===== config.mk =====
export PLATFORM = sky130hd
export DESIGN_NAME = instruction_fetch
export DESIGN_NICKNAME = d
export VERILOG_FILES = /design/src/rtl/instruction_fetch_pkg.sv /design/src/rtl/instruction_fetch_next_pc_select.sv /design/src/rtl/instruction_fetch.sv
export SDC_FILE = /design/constraint.sdc
export NUM_CORES = 1
export LEC_CHECK = 0
export CORE_MARGIN = 5
export CORE_UTILIZATION = 46
export DETAILED_ROUTE_END_ITERATION = 6
export GPL_TIMING_DRIVEN = 0
export PLACE_DENSITY = 0.86
export SKIP_LAST_GASP = 1
export SLEW_MARGIN = 20
export SYNTH_ARGS = -nofsm -noshare
export SYNTH_HDL_FRONTEND = slang
export SYNTH_SLANG_ARGS = --single-unit

===== constraint.sdc =====
create_clock -name clk -period 4.5 [get_ports clk]
set_input_delay 0.675 -clock clk [delete_from_list [all_inputs] [get_ports clk]]
set_output_delay 0.675 -clock clk [all_outputs]
set_load 0.01 [all_outputs]

===== src/rtl/instruction_fetch_pkg.sv =====
// Shared definitions for the instruction fetch unit.
// Holds the FSM state encoding, reset PC default, instruction field positions
// and the packed control bundle handed to the next-PC selector.
package instruction_fetch_pkg;

    typedef enum logic [1:0] {
        ST_IDLE  = 2'd0,
        ST_FETCH = 2'd1,
        ST_HOLD  = 2'd2,
        ST_ERROR = 2'd3
    } fetch_state_t;

    localparam logic [31:0] RESET_PC_DEFAULT = 32'h0000_0000;
    localparam int unsigned TIMEOUT_DEFAULT  = 16;

    // Jump index field of a J-type instruction.
    localparam int JUMP_IDX_MSB = 25;
    localparam int JUMP_IDX_LSB = 0;
    localparam int JUMP_IDX_W   = JUMP_IDX_MSB - JUMP_IDX_LSB + 1;

    // Region bits of PC+4 preserved by a J-type target.
    localparam int PC_REGION_MSB = 31;
    localparam int PC_REGION_LSB = 28;

    localparam logic [31:0] PC_STEP = 32'd4;

    // Control lines that steer next-PC selection for the held instruction.
    typedef struct packed {
        logic branch;
        logic nbranch;
        logic zero;
        logic jmp;
        logic jal;
        logic jr;
    } pc_ctrl_t;

    // Sequential PC; wraps naturally modulo 2^32.
    function automatic logic [31:0] pc_plus4(input logic [31:0] pc);
        return pc + PC_STEP;
    endfunction

endpackage


===== src/rtl/instruction_fetch_next_pc_select.sv =====
// Purpose: combinational next-PC mux for the held instruction (jr > j/jal > branch > seq).
// Latency: purely combinational, zero cycles.
// Backpressure: none; the caller decides when the result is sampled.
//
// Ports:
//   jump_index   : instruction[25:0] of the held instruction
//   opcplus4     : PC of held instruction plus 4
//   ctrl         : branch/nbranch/zero/jmp/jal/jr bundle
//   add_result   : branch target
//   read_data_1  : register jump target
//   next_pc      : selected target with bits [1:0] forced to zero
//   misaligned   : selected target had nonzero bits [1:0]
module next_pc_select
    import instruction_fetch_pkg::*;
(
    input  logic [JUMP_IDX_W-1:0] jump_index,
    input  logic [31:0]           opcplus4,
    input  pc_ctrl_t              ctrl,
    input  logic [31:0]           add_result,
    input  logic [31:0]           read_data_1,
    output logic [31:0]           next_pc,
    output logic                  misaligned
);

    logic        take_branch;
    logic [31:0] raw_pc;

    always_comb begin
        take_branch = (ctrl.branch & ctrl.zero) | (ctrl.nbranch & ~ctrl.zero);
        raw_pc      = opcplus4;
        if (ctrl.jr) begin
            raw_pc = read_data_1;
        end else if (ctrl.jmp | ctrl.jal) begin
            raw_pc = {opcplus4[PC_REGION_MSB:PC_REGION_LSB], jump_index, 2'b00};
        end else if (take_branch) begin
            raw_pc = add_result;
        end
    end

    // Word alignment is enforced here; the flag lets the top report it.
    assign misaligned = |raw_pc[1:0];
    assign next_pc    = {raw_pc[31:2], 2'b00};

endmodule


===== src/rtl/instruction_fetch.sv =====
// Purpose: instruction fetch FSM (IDLE/FETCH/HOLD/ERROR) with PC, timeout counter and held instruction.
// Latency: word captured on the imem_valid cycle, inst_valid the next cycle; advance -> FETCH next cycle.
// Backpressure: instruction held in HOLD until advance; FETCH times out into a sticky ERROR.
//
// Ports:
//   clk, rst                : single clock, synchronous active-high reset
//   imem_req/imem_addr      : read request, address = PC, asserted only in FETCH
//   imem_rdata/imem_valid   : returned word, honoured only in FETCH
//   instruction/opcplus4    : held word and its PC+4, valid while inst_valid
//   advance                 : downstream consumed the held instruction
//   branch..jr, add_result,
//   read_data_1             : next-PC controls, sampled on HOLD && advance only
//   misaligned              : one-cycle pulse when the chosen target was not word aligned
//   fetch_timeout           : sticky, set while in ERROR
module instruction_fetch
    import instruction_fetch_pkg::*;
#(
    parameter logic [31:0] RESET_PC = RESET_PC_DEFAULT,
    parameter int unsigned TIMEOUT  = TIMEOUT_DEFAULT
) (
    input  logic        clk,
    input  logic        rst,
    output logic        imem_req,
    output logic [31:0] imem_addr,
    input  logic [31:0] imem_rdata,
    input  logic        imem_valid,
    output logic [31:0] instruction,
    output logic [31:0] opcplus4,
    output logic        inst_valid,
    input  logic        advance,
    input  logic        branch,
    input  logic        nbranch,
    input  logic        zero,
    input  logic        jmp,
    input  logic        jal,
    input  logic        jr,
    input  logic [31:0] add_result,
    input  logic [31:0] read_data_1,
    output logic        misaligned,
    output logic        fetch_timeout
);

    // Counter must be able to hold TIMEOUT itself.
    localparam int             CNT_W       = $clog2(TIMEOUT + 1);
    localparam logic [CNT_W-1:0] TIMEOUT_CNT = CNT_W'(TIMEOUT);
    localparam logic [CNT_W-1:0] CNT_ONE     = CNT_W'(1);

    fetch_state_t     state;
    fetch_state_t     state_nxt;
    logic [31:0]      pc;
    logic [CNT_W-1:0] wait_cnt;
    logic [CNT_W-1:0] wait_cnt_inc;

    logic             load_inst;
    logic             load_pc;
    logic             cnt_clr;
    logic             cnt_step;

    pc_ctrl_t         ctrl;
    logic [31:0]      sel_next_pc;
    logic             sel_misaligned;

    always_comb begin
        ctrl         = '0;
        ctrl.branch  = branch;
        ctrl.nbranch = nbranch;
        ctrl.zero    = zero;
        ctrl.jmp     = jmp;
        ctrl.jal     = jal;
        ctrl.jr      = jr;
    end

    next_pc_select u_next_pc_select (
        .jump_index  (instruction[JUMP_IDX_MSB:JUMP_IDX_LSB]),
        .opcplus4    (opcplus4),
        .ctrl        (ctrl),
        .add_result  (add_result),
        .read_data_1 (read_data_1),
        .next_pc     (sel_next_pc),
        .misaligned  (sel_misaligned)
    );

    assign wait_cnt_inc = wait_cnt + CNT_ONE;

    // Next-state and control strobes.
    always_comb begin
        state_nxt = state;
        load_inst = 1'b0;
        load_pc   = 1'b0;
        cnt_clr   = 1'b0;
        cnt_step  = 1'b0;
        case (state)
            ST_IDLE: begin
                state_nxt = ST_FETCH;
                cnt_clr   = 1'b1;
            end
            ST_FETCH: begin
                // A response arriving on the final allowed cycle still wins.
                if (imem_valid) begin
                    state_nxt = ST_HOLD;
                    load_inst = 1'b1;
                end else begin
                    cnt_step = 1'b1;
                    if (wait_cnt_inc == TIMEOUT_CNT) begin
                        state_nxt = ST_ERROR;
                    end
                end
            end
            ST_HOLD: begin
                if (advance) begin
                    state_nxt = ST_FETCH;
                    load_pc   = 1'b1;
                    cnt_clr   = 1'b1;
                end
            end
            ST_ERROR: begin
                state_nxt = ST_ERROR;
            end
            default: begin
                state_nxt = ST_IDLE;
            end
        endcase
    end

    // Status outputs decode directly from the state register.
    always_comb begin
        imem_req      = (state == ST_FETCH);
        inst_valid    = (state == ST_HOLD);
        fetch_timeout = (state == ST_ERROR);
        imem_addr     = pc;
    end

    always_ff @(posedge clk) begin
        if (rst) begin
            state       <= ST_IDLE;
            pc          <= RESET_PC;
            instruction <= '0;
            opcplus4    <= '0;
            wait_cnt    <= '0;
            misaligned  <= 1'b0;
        end else begin
            state      <= state_nxt;
            // Pulse lasts exactly the first FETCH cycle after the redirect.
            misaligned <= load_pc & sel_misaligned;

            if (load_pc) begin
                pc <= sel_next_pc;
            end

            if (load_inst) begin
                instruction <= imem_rdata;
                opcplus4    <= pc_plus4(pc);
            end

            if (cnt_clr) begin
                wait_cnt <= '0;
            end else if (cnt_step) begin
                wait_cnt <= wait_cnt_inc;
            end
        end
    end

endmodule


* Word level (Yosys, flattened, before mapping)
Index checks and enable logic that the tools add are counted.
** Word-level totals
- Register bits after elaboration :: 102
- Input bits :: 106
- Output and inout bits :: 100
- Word-level logic and storage cells :: 38
** Cells by class
- Add/subtract/negate cells :: 2
- Equal/unequal tests :: 6
- Multiplexer cells :: 14
- Bitwise gates (word level) :: 6
- Reductions and logical operators :: 4
** Operators with widths (count)
- $mux 32 :: 3
- $add 32x3->32 const B :: 1
- $pmux 2 s4 :: 1
- $mux 1 :: 6
- $mux 2 :: 3
- $add 5x1->5 const B :: 1
- $eq 5x5->1 const B :: 1
- $eq 2x2->1 const B :: 2
- $reduce_or 2->1 :: 2
- $and 1x1->1 :: 3
- $ne 3x1->1 const B :: 1
- $eq 2x1->1 const B :: 1
- $logic_not 2->1 :: 1
- $ne 2x1->1 const B :: 1
- $or 1x1->1 :: 2
- $pmux 1 s2 :: 1
- $reduce_and 2->1 :: 1
- $not 1->1 :: 1

* Longest topological paths before layout
- Depth after elaboration :: 8
- Mapped depth :: 7
- Mapped depth without buffers :: 6

* Hierarchy
A second synthesis with hierarchy kept.
** Second synthesis, totals
- Cell total of the unflattened synthesis :: 665
- Area total of the unflattened synthesis :: 5270.1 µm²
** Modules (own cells, without submodules)
- instruction_fetch :: instances 1, cells an instance 517, area an instance 4172.8 µm², sequential area each 2082.0 µm²
- next_pc_select :: instances 1, cells an instance 148, area an instance 1097.3 µm², sequential area each 0.0 µm²

* Worst setup path before layout
Ideal clock, no wire load.
- Path type :: input to register
- From :: input zero
- To :: register pc[21] (netlist: imem_addr[21])
- Arrival time :: 1859 ps
- Required time :: 4422 ps
- Slack :: 2563 ps
- Stages on the path :: 6
- Buffers on the path :: 1
- Cells stage by stage :: mux2i_2 > clkbuf_1 > nand2_1 > a311oi_1 > a211oi_1 > nor3_1
** Between the ends
- Cells in the longest elaborated chain, start to end :: 6
- Elaborated cells on any way between the ends :: 7
** RTL lines
- start: declaration :: line instruction_fetch.sv:33 : input logic zero,
- $not 1->1 :: line instruction_fetch_next_pc_select.sv:29 : take_branch = (ctrl.branch & ctrl.zero) | (ctrl.nbranch & ~ctrl.zero);
- $and 1x1->1 :: line instruction_fetch_next_pc_select.sv:29
- $or 1x1->1 * :: line instruction_fetch_next_pc_select.sv:29
- $mux 32 * :: line instruction_fetch_next_pc_select.sv:35 : end else if (take_branch) begin
- $mux 32 * :: line instruction_fetch_next_pc_select.sv:33 : end else if (ctrl.jmp | ctrl.jal) begin
- $mux 32 * :: line instruction_fetch_next_pc_select.sv:31 : if (ctrl.jr) begin
- end signal: assignment :: line instruction_fetch.sv:147 : pc <= sel_next_pc;
- end: declaration :: line instruction_fetch.sv:50 : logic [31:0] pc;
Every way passes the cells marked *; elsewhere a longest branch is shown, timed or not.
A chain may end at the register's enable or synchronous reset.

* Worst setup path after layout
- From :: input zero
- To :: register pc[14] (netlist: imem_addr[14])
Same word-level chain as after synthesis.

==> results.json <==
{
  "synth_mux_area_share_pct": 0.716,
  "cp_top_family": "buffers and inverters",
  "ant_nets": 0,
  "critPathArrivalTime_ps": 3130,
  "min_from": "instruction[30]",
  "vias": 5602,
  "hold_slack_ps": 465,
  "synth_common_cells": "nand2_1 (140), dfxtp_1 (100), nor2_1 (97)",
  "cts.sinks": 100,
  "overflow": 0,
  "ys_ff_latch": 100,
  "synth_ff_type": "dfxtp_1",
  "holdPathStages": 2,
  "worstSetupPathType": "in -> reg",
  "vdd_drop_max_mv": 0.152,
  "initial_core_util_pct": 47.2,
  "clkTransAtPathRegs_ps": 110,
  "syn_area_um2": 4900,
  "post_cts_buffers": 0,
  "cts_root_buf": "clkbuf_8",
  "min_to": "instruction[30]",
  "fmax_mhz": 352,
  "synth_edf_count": 0,
  "via_per_inst": 5.66,
  "setup-tns-final_ps": 0,
  "max-clock-path-buffers": 2,
  "crit_slowest_cell": "mux2i_2",
  "grt_max_degree": 19,
  "reg2reg_to": "opcplus4[30]",
  "cts_tree": "yes",
  "die-width_um": 113,
  "postSynthAreaPerCell_um2": 7.72,
  "hold_viol": 0,
  "max_stage_delay_ps": 640,
  "tightest_slew_ps": 775,
  "routedWlPerCell_um": 18.9,
  "crit_chain": "clkdlybuf4s50_1, mux2i_2, clkbuf_1, nand2_1, a311oi_1, a211oi_1, nor3_1",
  "nNetsFinal": 957,
  "die_y_um": 113,
  "initialDrtViolationCount": 507,
  "reg2reg_from": "imem_addr[2]",
  "netlist.area_leader.share_pct": 40.9,
  "hpwl_um": 13900,
  "postSynthCellCount": 634,
  "core_area_um2": 10400,
  "grt_pass1_wl_um": 29000,
  "cts_resized": 0,
  "portBuffers": 200,
  "numCtsBuffers": 9,
  "h-tree-depth": 3,
  "period_minus_slack_ps": 2840,
  "cp_max_fo": 10,
  "synth_largest_area_cell": "dfxtp_1",
  "rrSetupSlack_ps": 2180,
  "area_growth_pct": 48.3,
  "fin_crit_sh_pct": 63.1,
  "n_fill_cell": 858,
  "design_area_um2": 7260,
  "drc_errors": 0,
  "maxSlewViolCount": 0,
  "dr.pass1.iters": 5,
  "required_ps": 4790,
  "slew_headroom_pct": 48.1,
  "num_rows": 37,
  "setup_violations": 0,
  "yosys_warnings": 0,
  "pin_count": 206,
  "synth_area_leaders": "dfxtp_1 (41%), nand2_1 (11%), a211oi_1 (8.3%), nor2_1 (7.4%), a311oi_1 (4.5%)",
  "startpoint_type": "input pin",
  "postCtsHoldBufs": 0,
  "hold_path_class": "reg -> reg",
  "grt_pass1_vias": 5735,
  "grt_usage_pct": 28.2,
  "placed_area_um2": 7080,
  "synth_cell_types": 43,
  "ys_seq_area_share_pct": 40.9,
  "synthAdderAreaFrac_pct": 0.767,
  "grt_setup_unrepaired": "no",
  "crit_buf_inv": 2,
  "power_density_nw_per_um2": 267,
  "drive_gt1_share_pct": 4.22,
  "postSynth.asyncResetShare_pct": 0,
  "synth_xor_area_share_pct": 5.72,
  "cap_viol_max_count": 0,
  "die_area_um2": 12800,
  "antenna_cells": 0,
  "yosys.area_share.simple_pct": 28.5,
  "synth_most_common_cell": "nand2_1",
  "synth_top_family_by_area": "simple AND/OR/NAND/NOR gates",
  "worstSetupEndpointType": "flip-flop",
  "cellLeakagePower_nw": 2.47,
  "reg2reg_depth": 6,
  "status": "finished clean",
  "gp_congestion": 0.881,
  "synth_compound_area_share_pct": 18.7,
  "wl_um": 18700,
  "antenna_found_initial": 0,
  "clock_latency_ps": 370,
  "skew_ps": 17.1
}
worst max-delay path by stage:
stage	start	end	slack, ps	cells after the start
finish	zero	imem_addr[14]	1660	7
CTS	zero	imem_addr[11]	1680	7
global route	zero	imem_addr[11]	1510	7
detailed placement	zero	imem_addr[11]	1320	7
floorplan	zero	imem_addr[21]	2560	6
global placement	zero	imem_addr[7]	1430	7
per-layer routing:
| metal | part of all wire, % | global-route usage [%] | routed length (um) | vias up |
|---|---|---|---|---|
| met1 | 39 | 32.5 | 7250 | 2638 |
| met3 | 9.4 | 6.74 | 1760 | 35 |
| met4 | 2.3 | 10.0 | 438 | 0 |
| li1 | - | - | - | 2624 |
| met5 | 0 | 0 | 0 | - |
| met2 | 50 | 50.7 | 9290 | 305 |
power breakdown:
part	total, mW	internal [mW]	switching [mW]	leakage (nW)
registers	0.970	0.927	0.0437	0.814
logic	0.412	0.212	0.200	1.56
clock network	0.553	0.211	0.343	0.0950
cell families (layout without fill, tap and decap cells):
family,after synthesis,count (layout)
buf+inv,55,271
flops,100,100
mux,3,3
compound gates,129,129
other cells,1,4
fa+ha+maj,3,3
xor+xnor,32,32
simple gates,311,311
registers in the layout (all words and copies together), names as in the netlist:
name	count
imem_addr	30
instruction	32
misaligned	1
opcplus4	30
state	2
wait_cnt	5
area by class of cell:
| type | instances | area, um^2 | share of cell area, % |
|---|---|---|---|
| sequential | 100 | 2000 | 27.6 |
| timing repair buffer | 200 | 2000 | 27.6 |
| tap | 136 | 170 | 2.34 |
| multi-input combinational | 482 | 2680 | 36.9 |
| clock buffer | 9 | 124 | 1.71 |
| buffer | 53 | 221 | 3.05 |
| clock inverter | 7 | 57.6 | 0.793 |
| inverter | 2 | 7.51 | 0.103 |
cell usage in the layout (no fill, tap or decap), types with 5 or more instances in the layout:
cell | synthesis | routed
a211oi_1 | 54 | 54
buf_2 | 6 | 6
clkbuf_1 | 41 | 41
a21oi_1 | 41 | 41
clkdlybuf4s50_1 | 0 | 200
nand3_1 | 7 | 7
a311oi_1 | 25 | 25
clkbuf_8 | 0 | 9
nand2_1 | 140 | 140
nand4_1 | 9 | 9
nand2b_1 | 5 | 5
nor2_1 | 97 | 97
nor3_1 | 26 | 26
and3_1 | 6 | 6
xor2_1 | 24 | 24
dfxtp_1 | 100 | 100
xnor2_1 | 8 | 8
worst reg2reg max path, cell delays in order (launching register included):
cell,delay [ps]
dfxtp_1,480
ha_1,250
nand3_2,200
nor4_4,660
nand4_1,220
xor2_1,190
a211oi_1,230
through the flow:
stage / instances / util, % / setup WS [ps] / power, mW
after floorplan: 637 / - / 2560 / 1.15
after global placement: 973 / 68.3 / 1430 / 1.38
after detailed placement: 973 / 68.3 / 1320 / 1.40
after CTS: 989 / 70.0 / 1680 / 1.93
after global routing: 989 / 70.0 / 1510 / 2.01
final: 989 / 70.0 / 1660 / 1.94
Note: power is estimated with default switching activity, not from simulation.
